==> src/rtl/fwd_pkg.sv <==
// Purpose: shared types and constants for the forwarding / load-use hazard unit.
//   slot_t   : one shadow-pipeline entry (valid, writes rd, destination tag, is load)
//   SEL_*    : encodings of the EX operand forward selects
package fwd_pkg;

  // Register tags are zero-extended into a fixed-width field so that one
  // struct serves every REG_AW up to this width.
  localparam int unsigned RD_MAX_W = 8;

  localparam int unsigned SEL_RF    = 0;
  localparam int unsigned SEL_EXMEM = 1;
  localparam int unsigned SEL_MEMWB = 2;

  typedef struct packed {
    logic                valid;
    logic                wr;
    logic [RD_MAX_W-1:0] rd;
    logic                ld;
  } slot_t;

endpackage

==> src/rtl/fwd_src_match.sv <==
// Purpose: priority search of the forwarding slots for one source register.
// Ports:
//   i_slots     : forwardable slots, index 0 = EX (nearest)
//   i_src       : source register tag (zero-extended)
//   o_match     : some slot produces i_src
//   o_sel       : latch index of the nearest producer (slot k -> k+1), 0 if none
//   o_not_ready : nearest producer is a load whose data is not yet in a latch
module fwd_src_match
  import fwd_pkg::*;
#(
  parameter int unsigned DEPTH      = 3,
  parameter int unsigned LOAD_READY = 2,
  parameter int unsigned SEL_W      = $clog2(DEPTH)
) (
  input  slot_t [DEPTH-2:0]    i_slots,
  input  logic  [RD_MAX_W-1:0] i_src,
  output logic                 o_match,
  output logic  [SEL_W-1:0]    o_sel,
  output logic                 o_not_ready
);

  // Walk from oldest to nearest so the nearest hit overwrites older ones;
  // a not-ready nearest hit therefore never falls through to an older one.
  always_comb begin
    o_match     = 1'b0;
    o_sel       = SEL_W'(SEL_RF);
    o_not_ready = 1'b0;
    for (int k = int'(DEPTH) - 2; k >= 0; k--) begin
      if (i_slots[k].valid && i_slots[k].wr &&
          (i_slots[k].rd != '0) && (i_slots[k].rd == i_src)) begin
        o_match     = 1'b1;
        o_sel       = SEL_W'(k + 1);
        o_not_ready = i_slots[k].ld && ((k + 1) < int'(LOAD_READY));
      end
    end
  end

endmodule

==> src/rtl/fwd_hazard_unit.sv <==
// Purpose: forwarding and load-use hazard unit beside the ID/EX register.
//   Tracks destination tags of the stages past ID, registers the EX operand
//   forward selects one cycle ahead, and raises a combinational load-use stall.
// Ports:
//   clk_i, rst_i           : clock, synchronous active-high reset
//   hold_i                 : freeze the whole pipeline
//   flush_i                : squash the ID instruction
//   id_*                   : ID-stage instruction fields
//   stall_o                : load-use stall (combinational)
//   fwd_a_o, fwd_b_o       : EX operand sources (0 = RF, k = latch k)
//   ex_valid_o             : EX holds a real instruction
//   stall_cnt_o            : saturating stall-cycle count
module fwd_hazard_unit
  import fwd_pkg::*;
#(
  parameter int unsigned REG_AW     = 5,
  parameter int unsigned DEPTH      = 3,
  parameter int unsigned LOAD_READY = 2,
  parameter int unsigned SEL_W      = $clog2(DEPTH),
  parameter int unsigned CNT_W      = 32
) (
  input  logic              clk_i,
  input  logic              rst_i,
  input  logic              hold_i,
  input  logic              flush_i,
  input  logic              id_valid_i,
  input  logic [REG_AW-1:0] id_rs_i,
  input  logic [REG_AW-1:0] id_rt_i,
  input  logic [REG_AW-1:0] id_rd_i,
  input  logic              id_regwrite_i,
  input  logic              id_memread_i,
  output logic              stall_o,
  output logic [SEL_W-1:0]  fwd_a_o,
  output logic [SEL_W-1:0]  fwd_b_o,
  output logic              ex_valid_o,
  output logic [CNT_W-1:0]  stall_cnt_o
);

  // The oldest tracked stage (WB) is covered by the write-before-read register
  // file and never forwards, so only the DEPTH-1 forwardable tags are stored.
  slot_t [DEPTH-2:0] r_slots;
  logic  [SEL_W-1:0] r_fwd_a;
  logic  [SEL_W-1:0] r_fwd_b;
  logic              r_ex_valid;
  logic  [CNT_W-1:0] r_stall_cnt;

  logic              w_match_a, w_match_b;
  logic              w_nr_a, w_nr_b;
  logic  [SEL_W-1:0] w_sel_a, w_sel_b;
  logic              w_stall;
  logic              w_bubble;
  slot_t             w_id_slot;

  fwd_src_match #(.DEPTH(DEPTH), .LOAD_READY(LOAD_READY), .SEL_W(SEL_W)) u_match_a (
    .i_slots     (r_slots),
    .i_src       (RD_MAX_W'(id_rs_i)),
    .o_match     (w_match_a),
    .o_sel       (w_sel_a),
    .o_not_ready (w_nr_a)
  );

  fwd_src_match #(.DEPTH(DEPTH), .LOAD_READY(LOAD_READY), .SEL_W(SEL_W)) u_match_b (
    .i_slots     (r_slots),
    .i_src       (RD_MAX_W'(id_rt_i)),
    .o_match     (w_match_b),
    .o_sel       (w_sel_b),
    .o_not_ready (w_nr_b)
  );

  // Stall decision and the entry that ID would push into EX.
  always_comb begin
    w_stall   = id_valid_i && !flush_i &&
                ((w_match_a && w_nr_a) || (w_match_b && w_nr_b));
    w_bubble  = w_stall || flush_i;
    w_id_slot = '{valid: id_valid_i, wr: id_regwrite_i,
                  rd: RD_MAX_W'(id_rd_i), ld: id_memread_i};
  end

  // Shadow pipeline, registered selects and stall counter.
  always_ff @(posedge clk_i) begin
    if (rst_i) begin
      r_slots     <= '0;
      r_fwd_a     <= '0;
      r_fwd_b     <= '0;
      r_ex_valid  <= 1'b0;
      r_stall_cnt <= '0;
    end else if (!hold_i) begin
      for (int k = 1; k < int'(DEPTH) - 1; k++) begin
        r_slots[k] <= r_slots[k-1];
      end
      if (w_bubble) begin
        r_slots[0] <= '0;
        r_fwd_a    <= '0;
        r_fwd_b    <= '0;
        r_ex_valid <= 1'b0;
      end else begin
        r_slots[0] <= w_id_slot;
        r_fwd_a    <= id_valid_i ? w_sel_a : '0;
        r_fwd_b    <= id_valid_i ? w_sel_b : '0;
        r_ex_valid <= id_valid_i;
      end
      if (w_stall && (r_stall_cnt != '1)) begin
        r_stall_cnt <= r_stall_cnt + CNT_W'(1);
      end
    end
  end

  assign stall_o     = w_stall;
  assign fwd_a_o     = r_fwd_a;
  assign fwd_b_o     = r_fwd_b;
  assign ex_valid_o  = r_ex_valid;
  assign stall_cnt_o = r_stall_cnt;

endmodule

==> config.mk <==
export PLATFORM = sky130hd
export DESIGN_NAME = fwd_hazard_unit
export DESIGN_NICKNAME = d
export VERILOG_FILES = /design/src/rtl/fwd_pkg.sv /design/src/rtl/fwd_src_match.sv /design/src/rtl/fwd_hazard_unit.sv
export SDC_FILE = /design/constraint.sdc
export NUM_CORES = 1
export LEC_CHECK = 0
export ABC_CLOCK_PERIOD_IN_PS = 2620
export BUFFER_PORTS_ARGS = -buffer_cell sky130_fd_sc_hd__buf_4
export CORE_ASPECT_RATIO = 1.4
export CORE_UTILIZATION = 53
export DETAILED_ROUTE_END_ITERATION = 12
export HOLD_SLACK_MARGIN = 0.06
export PLACE_DENSITY_LB_ADDON = 0.2
export SLEW_MARGIN = 5
export SYNTH_ARGS = -nofsm -noshare
export SYNTH_HDL_FRONTEND = slang
export SYNTH_SLANG_ARGS = --single-unit
==> constraint.sdc <==
create_clock -name clk_i -period 2.62 [get_ports clk_i]
set_clock_uncertainty 0.1 [all_clocks]
set_input_delay 0.524 -clock clk_i [delete_from_list [all_inputs] [get_ports clk_i]]
set_output_delay 0.524 -clock clk_i [all_outputs]
set_load 0.01 [all_outputs]
==> results.sh, run 1 <==
export IMPL_ctsHtreeMaxLevel=2
export IMPL_cts_buffers=5
export IMPL_yosys_area_top_type="dfxtp_1"
export IMPL_grt_usage=0.261
export IMPL_synth_cells=323
export IMPL_status="finished clean"
export IMPL_worstPathArrival_ns=1.90
export IMPL_syn_area_um2=2780
export IMPL_cts_tree="built"
export IMPL_start_util=0.560
export IMPL_finalCritPeriodShare=0.964
export IMPL_overflow=0
export IMPL_ys_ff_latch=51
export IMPL_rows=30
export IMPL_avgSynthCellArea_um2=8.59
export IMPL_dieArea_um2=5530
export IMPL_globalplace_congestion=0.888
export IMPL_dp_hpwl_um=4990
export IMPL_r2r_slack_ns=0.11
export IMPL_die_x_um=63.2
export IMPL_yosys_top_cells_count="dfxtp_1 (51), nor2_1 (31), or4_1 (25)"
export IMPL_yosysWarnings=0
export IMPL_first_iter_violations=152
export IMPL_finalSetupTns_ns=0
export IMPL_hold_class="reg -> reg"
export IMPL_cts_root_buf="clkbuf_8"
export IMPL_layout_drive_gt1_share=0.272
export IMPL_design_portCount=60
export IMPL_fmax_ghz=0.396
export IMPL_vias=2693
export IMPL_antenna_found_initial=0
export IMPL_area_delta_synth_final_pct=24.0
export IMPL_required_ns=2.00
export IMPL_hold_viol=0
export IMPL_timing_hold_ws_ns=0.363
export IMPL_drv_cap=0
export IMPL_peakVddDrop_v=0.000363
export IMPL_synth_top_area_frac=0.368
export IMPL_slew_headroom=0.576
export IMPL_via_per_inst=6.02
export IMPL_die_y_um=87.6
export IMPL_path_clk_slew_ns=0.09
export IMPL_final_nets=406
export IMPL_p_per_area_nw_per_um2=416
export IMPL_wirelength_um=6900
export IMPL_ys_seq_area_frac=0.368
export IMPL_ys_types=45
export IMPL_drv_slew=0
export IMPL_postCtsHoldBufs=0
export IMPL_ctsResizeCount=0
export IMPL_worstMarginPinSlew_ns=0.634
export IMPL_synth_area_top_cells="dfxtp_1 (37%), or4_1 (6.8%), mux2_2 (4.5%), a21oi_1 (4.3%), o31ai_1 (4.3%)"
export IMPL_io_buffer_count=59
export IMPL_clkSinkCount=51
export IMPL_rsz0062_at_grt="false"
export IMPL_synth_async_reset_ratio=0
export IMPL_grt_pass1_wl_um=11500
export IMPL_min_period_ns=2.53
export IMPL_setup_violations=0
export IMPL_post_route_drc_count=0
export IMPL_leakage_nw=1.31
export IMPL_synth_enable_flop_cells=0
export IMPL_fin_ws_ns=0.0931
export IMPL_clk_latency_ns=0.30
export IMPL_cp_start_kind="flip-flop"
export IMPL_grt_pass1_vias=2528
export IMPL_cp_end_kind="output port"
export IMPL_wl_per_cell_um=15.4
export IMPL_first_pass_iters=4
export IMPL_floorplan_core_area_um2=4950
export IMPL_path_class="reg -> out"
export IMPL_synth_nets=346
export IMPL_critPathMaxFanout=5
export IMPL_pre_cts_slack_ns=0.0863
export IMPL_ant_nets=0
export IMPL_grt_max_degree=63
export IMPL_antenna_cells=0
export IMPL_cts_buffer_depth=2
export IMPL_yosysMostFrequentCell="dfxtp_1"
export IMPL_dominantRegCellSynth="dfxtp_1"
## final timing paths
check	cells past startpoint	startpoint	endpoint
worst max register to register	6	stall_cnt_o[16]$_SDFFE_PP0P_	stall_cnt_o[29]$_SDFFE_PP0P_
worst max-delay path	6	r_slots[4]$_SDFFE_PP0N_	stall_o
worst min-delay path	2	fwd_a_o[1]$_SDFFE_PP0N_	fwd_a_o[1]$_SDFFE_PP0N_
worst min register to register	2	fwd_a_o[1]$_SDFFE_PP0N_	fwd_a_o[1]$_SDFFE_PP0N_
## critical path, stage by stage (launching register included)
cell and delay (ns):
dfxtp_1 0.38, or4_1 0.55, o211ai_1 0.20, or3_1 0.13, a21o_1 0.11, inv_1 0.08, buf_4 0.15
## flip-flops by register name, indices dropped and copies added (netlist names)
register and flops:
r_slots 15, stall_cnt_o 32, fwd_a_o 2, fwd_b_o 2
## logic make-up (layout without fill, tap and decap cells)
family                     Yosys count  count (layout)  share of synthesized area
adders and majority gates            1               1                    0.00451
AOI/OAI and AO/OA                   59              59                      0.140
xor gates and xnor gates            20              20                     0.0631
muxes                               18              18                     0.0699
buffers and inverters               27              87                     0.0424
DFF                                 51              51                      0.368
and+or+nand+nor                    147             147                      0.312
## what timing repair did
item / CTS / global route
hold endpoints to repair: 0 / 0
endpoints found under the setup margin: 0 / 1
buffers inserted: 0 / 1
## layout make-up
cell class | count | area [µm²]
clock buffers | 5 | 68.8
clock inverters | 2 | 37.5
fillers | 444 | 1510
inverters | 4 | 15.0
multi-input cells | 245 | 1640
flip-flops and latches | 51 | 1020
well taps | 64 | 80.1
repair buffers | 76 | 583
## stage by stage
step	area [µm²]	utilization	cells	total power [mW]
after CTS	3430	0.693	446	1.44
after global routing	3440	0.695	447	1.48
final	3440	0.695	447	1.43
after floorplan	2780	-	323	0.871
after global placement	3330	0.672	439	0.915
after detailed placement	3330	0.672	439	0.917
## layer usage
layer / vias to the layer above / share of wire / GRT usage
met5: - / 0 / 0
met4: 0 / 0.022 / 0.108
met3: 14 / 0.034 / 0.0417
met2: 68 / 0.54 / 0.504
met1: 1278 / 0.41 / 0.278
li1: 1333 / - / -
## where the power goes
| part | internal (mW) | total [mW] | switching [mW] | leakage (nW) |
|---|---|---|---|---|
| Clock | 0.279 | 0.531 | 0.252 | 0.0502 |
| Combinational | 0.0495 | 0.108 | 0.0585 | 0.851 |
| Sequential | 0.781 | 0.791 | 0.0101 | 0.412 |
| Total | 1.11 | 1.43 | 0.321 | 1.31 |
## cell usage in the layout, fill, tap and decap left out, types with 6 or more instances in the layout
cell,instances
a21oi_1,24
a32oi_1,7
buf_4,75
dfxtp_1,51
mux2_2,11
mux2i_1,7
nand2_1,11
nand3_1,17
nand4_1,6
nor2_1,31
nor2b_1,11
nor3_1,10
nor4_1,10
o31ai_1,16
or3_1,6
or4_1,25
xnor2_1,10
xor2_1,10
Power figures use the tool's default switching activity.
==> run 2: changes to the inputs <==
- ABC_AREA: default -> 1
==> run 2 against run 1 <==
Die area up 17%. Combinational power rose by 7%. Sequential share of layout area fell by 3.0 points. Synthesized cell count is 39% higher. Power grew 4.4%. Utilization down 4.6 points. Clock power grew 9.2%. Cell count rose by 29%. Design area up 11%. Register-to-register slack improved by 0.13 ns. Sequential power rose by 0.9%. Critical path type is now reg -> reg. Largest cell class unchanged.
==> results.sh, run 2 <==
export IMPL_grt_usage=0.276
export IMPL_wirelength_um=8550
export IMPL_avgSynthCellArea_um2=7.23
export IMPL_syn_area_um2=3260
export IMPL_cts_buffer_depth=2
export IMPL_rsz0062_at_grt="false"
export IMPL_area_delta_synth_final_pct=17.7
export IMPL_final_cell_mix="nand2_1 (110), buf_4 (66), dfxtp_1 (51)"
export IMPL_yosysWarnings=0
export IMPL_power_total_mw=1.49
export IMPL_globalplace_congestion=0.895
export IMPL_ctsHtreeMaxLevel=2
export IMPL_clk_latency_ns=0.31
export IMPL_min_period_ns=2.38
export IMPL_die_y_um=94.7
export IMPL_slew_headroom=0.295
export IMPL_antenna_cells=0
export IMPL_slowest_delay_ns=0.82
export IMPL_grt_pass1_vias=3000
export IMPL_path_clk_slew_ns=0.10
export IMPL_dp_hpwl_um=6530
export IMPL_ys_seq_area_frac=0.314
export IMPL_antenna_found_initial=0
export IMPL_cts_buffers=5
export IMPL_fin_ws_ns=0.243
export IMPL_fmax_ghz=0.421
export IMPL_ctsResizeCount=0
export IMPL_start_util=0.551
export IMPL_synth_nets=473
export IMPL_design_portCount=60
export IMPL_yosys_top_cells_count="nand2_1 (110), dfxtp_1 (51), nor2_1 (44)"
export IMPL_yosysMostFrequentCell="nand2_1"
export IMPL_rows=33
export IMPL_crit_chain="ha_1 -> nand2_2 -> nor2_4 -> nand2_2 -> nor2_2 -> nand3_1 -> nor3_2 -> nor2_4 -> nand2_1 -> a21oi_1"
export IMPL_drv_cap=0
export IMPL_peakVddDrop_v=0.000234
export IMPL_ant_nets=0
export IMPL_drv_slew=0
export IMPL_cts_root_buf="clkbuf_8"
export IMPL_cts_setup_buffers=0
export IMPL_wl_per_cell_um=14.8
export IMPL_first_iter_violations=146
export IMPL_worstPathArrival_ns=2.52
export IMPL_finalCritPeriodShare=0.907
export IMPL_synth_enable_flop_cells=0
export IMPL_path_class="reg -> reg"
export IMPL_ys_types=29
export IMPL_first_pass_iters=5
export IMPL_floorplan_core_area_um2=5900
export IMPL_final_nets=529
export IMPL_layout_cells_most_common="nand2_1"
export IMPL_synth_async_reset_ratio=0
export IMPL_grt_max_degree=33
export IMPL_largest_reg_flops=32
export IMPL_ys_ff_latch=51
export IMPL_fillCellCount=579
export IMPL_required_ns=2.76
export IMPL_p_per_area_nw_per_um2=390
export IMPL_dominantRegCellSynth="dfxtp_1"
export IMPL_via_per_inst=5.41
export IMPL_clkSinkCount=51
export IMPL_io_buffer_count=59
export IMPL_placed_area_um2=3710
export IMPL_postCtsHoldBufs=0
export IMPL_slowest_stage="nor2_4"
export IMPL_layout_drive_gt1_share=0.302
export IMPL_pre_cts_slack_ns=0.0718
export IMPL_finalSetupTns_ns=0
export IMPL_post_route_drc_count=0
export IMPL_synth_top_area_frac=0.314
export IMPL_overflow=0
export IMPL_dieArea_um2=6460
export IMPL_leakage_nw=1.49
export IMPL_grt_pass1_wl_um=13200
export IMPL_critPathMaxFanout=32
export IMPL_cts_tree="built"
export IMPL_synth_area_top_cells="dfxtp_1 (31%), nand2_1 (13%), xor2_1 (9.1%), a21oi_2 (8.1%), nand2_2 (6.5%)"
export IMPL_setup_violations=0
export IMPL_hold_viol=0
export IMPL_synth_cells=450
export IMPL_yosys_area_top_type="dfxtp_1"
export IMPL_vias=3124
export IMPL_hold_class="reg -> reg"
export IMPL_status="finished clean"
export IMPL_cp_end_kind="flip-flop"
export IMPL_cp_start_kind="flip-flop"
export IMPL_worstMarginPinSlew_ns=1.05
export IMPL_die_x_um=68.2
export IMPL_post_route_cell_area_um2=3830
run 2: cell types whose count changed after synthesis, sizes merged, moves of 9 or more:
cell,before,now
nand2,11,144
or4,26,0
inv,4,29
a21oi,24,48
xor2,10,34
nor2,31,50
o31ai,16,0
mux2,11,0
nor2b,11,0
nand4,8,17
run 2: kinds of logic after synthesis:
| logic type | share of synthesized area |
|---|---|
| xor gates and xnor gates | 0.118 |
| and+or+nand+nor | 0.372 |
| AOI/OAI and AO/OA | 0.119 |
| adders and majority gates | 0.00384 |
| DFF | 0.314 |
| buffers and inverters | 0.0726 |
run 2: path summary, 6_finish.rpt:
| path | startpoint | end | cells past startpoint | slack [ns] |
|---|---|---|---|---|
| max | stall_cnt_o[0]$_SDFFE_PP0P_ | stall_cnt_o[27]$_SDFFE_PP0P_ | 10 | 0.24 |
| max reg2reg | stall_cnt_o[0]$_SDFFE_PP0P_ | stall_cnt_o[27]$_SDFFE_PP0P_ | 10 | 0.24 |
| min | r_slots[0]$_SDFFE_PP0N_ | r_slots[0]$_SDFFE_PP0N_ | 2 | 0.38 |
| min reg2reg | r_slots[0]$_SDFFE_PP0N_ | r_slots[0]$_SDFFE_PP0N_ | 2 | 0.38 |
run 2: metal layers:
layer,routed length (µm),track usage,vias to the layer above
li1,-,-,1560
met1,3120,0.261,1443
met2,4740,0.536,90
met3,310,0.0447,31
met4,374,0.144,0
met5,0,0,-
run 2: where the power goes:
part | leakage (nW) | total, mW | switching, mW | internal [mW]
logic | 1.01 | 0.116 | 0.0642 | 0.0517
registers | 0.413 | 0.798 | 0.0127 | 0.785
clock network | 0.0612 | 0.580 | 0.271 | 0.309
total | 1.49 | 1.49 | 0.348 | 1.15
run 2: layout make-up:
class,instances,area (µm²),share of cell area
inverters,30,113,0.0294
repair buffers,66,495,0.129
clock inverters,2,35.0,0.00914
well taps,70,87.6,0.0229
flip-flops and latches,51,1020,0.266
clock buffers,6,82.6,0.0215
multi-input cells,352,2000,0.521
run 2: per-stage QoR:
step | std cells | hold WS [ns] | utilization
finish | 577 | 0.375 | 0.649
global route | 577 | 0.410 | 0.649
CTS | 577 | 0.378 | 0.649
detailed placement | 569 | 0.364 | 0.629
global placement | 569 | 0.353 | 0.629
floorplan | 450 | 0.345 | -
run 2: worst max-delay path, delay by kind of cell, from the launching register on:
family	cells	cell delay, ns
AOI/OAI and AO/OA	1	0.16
adders and majority gates	1	0.29
DFF	1	0.37
and+or+nand+nor	8	1.39
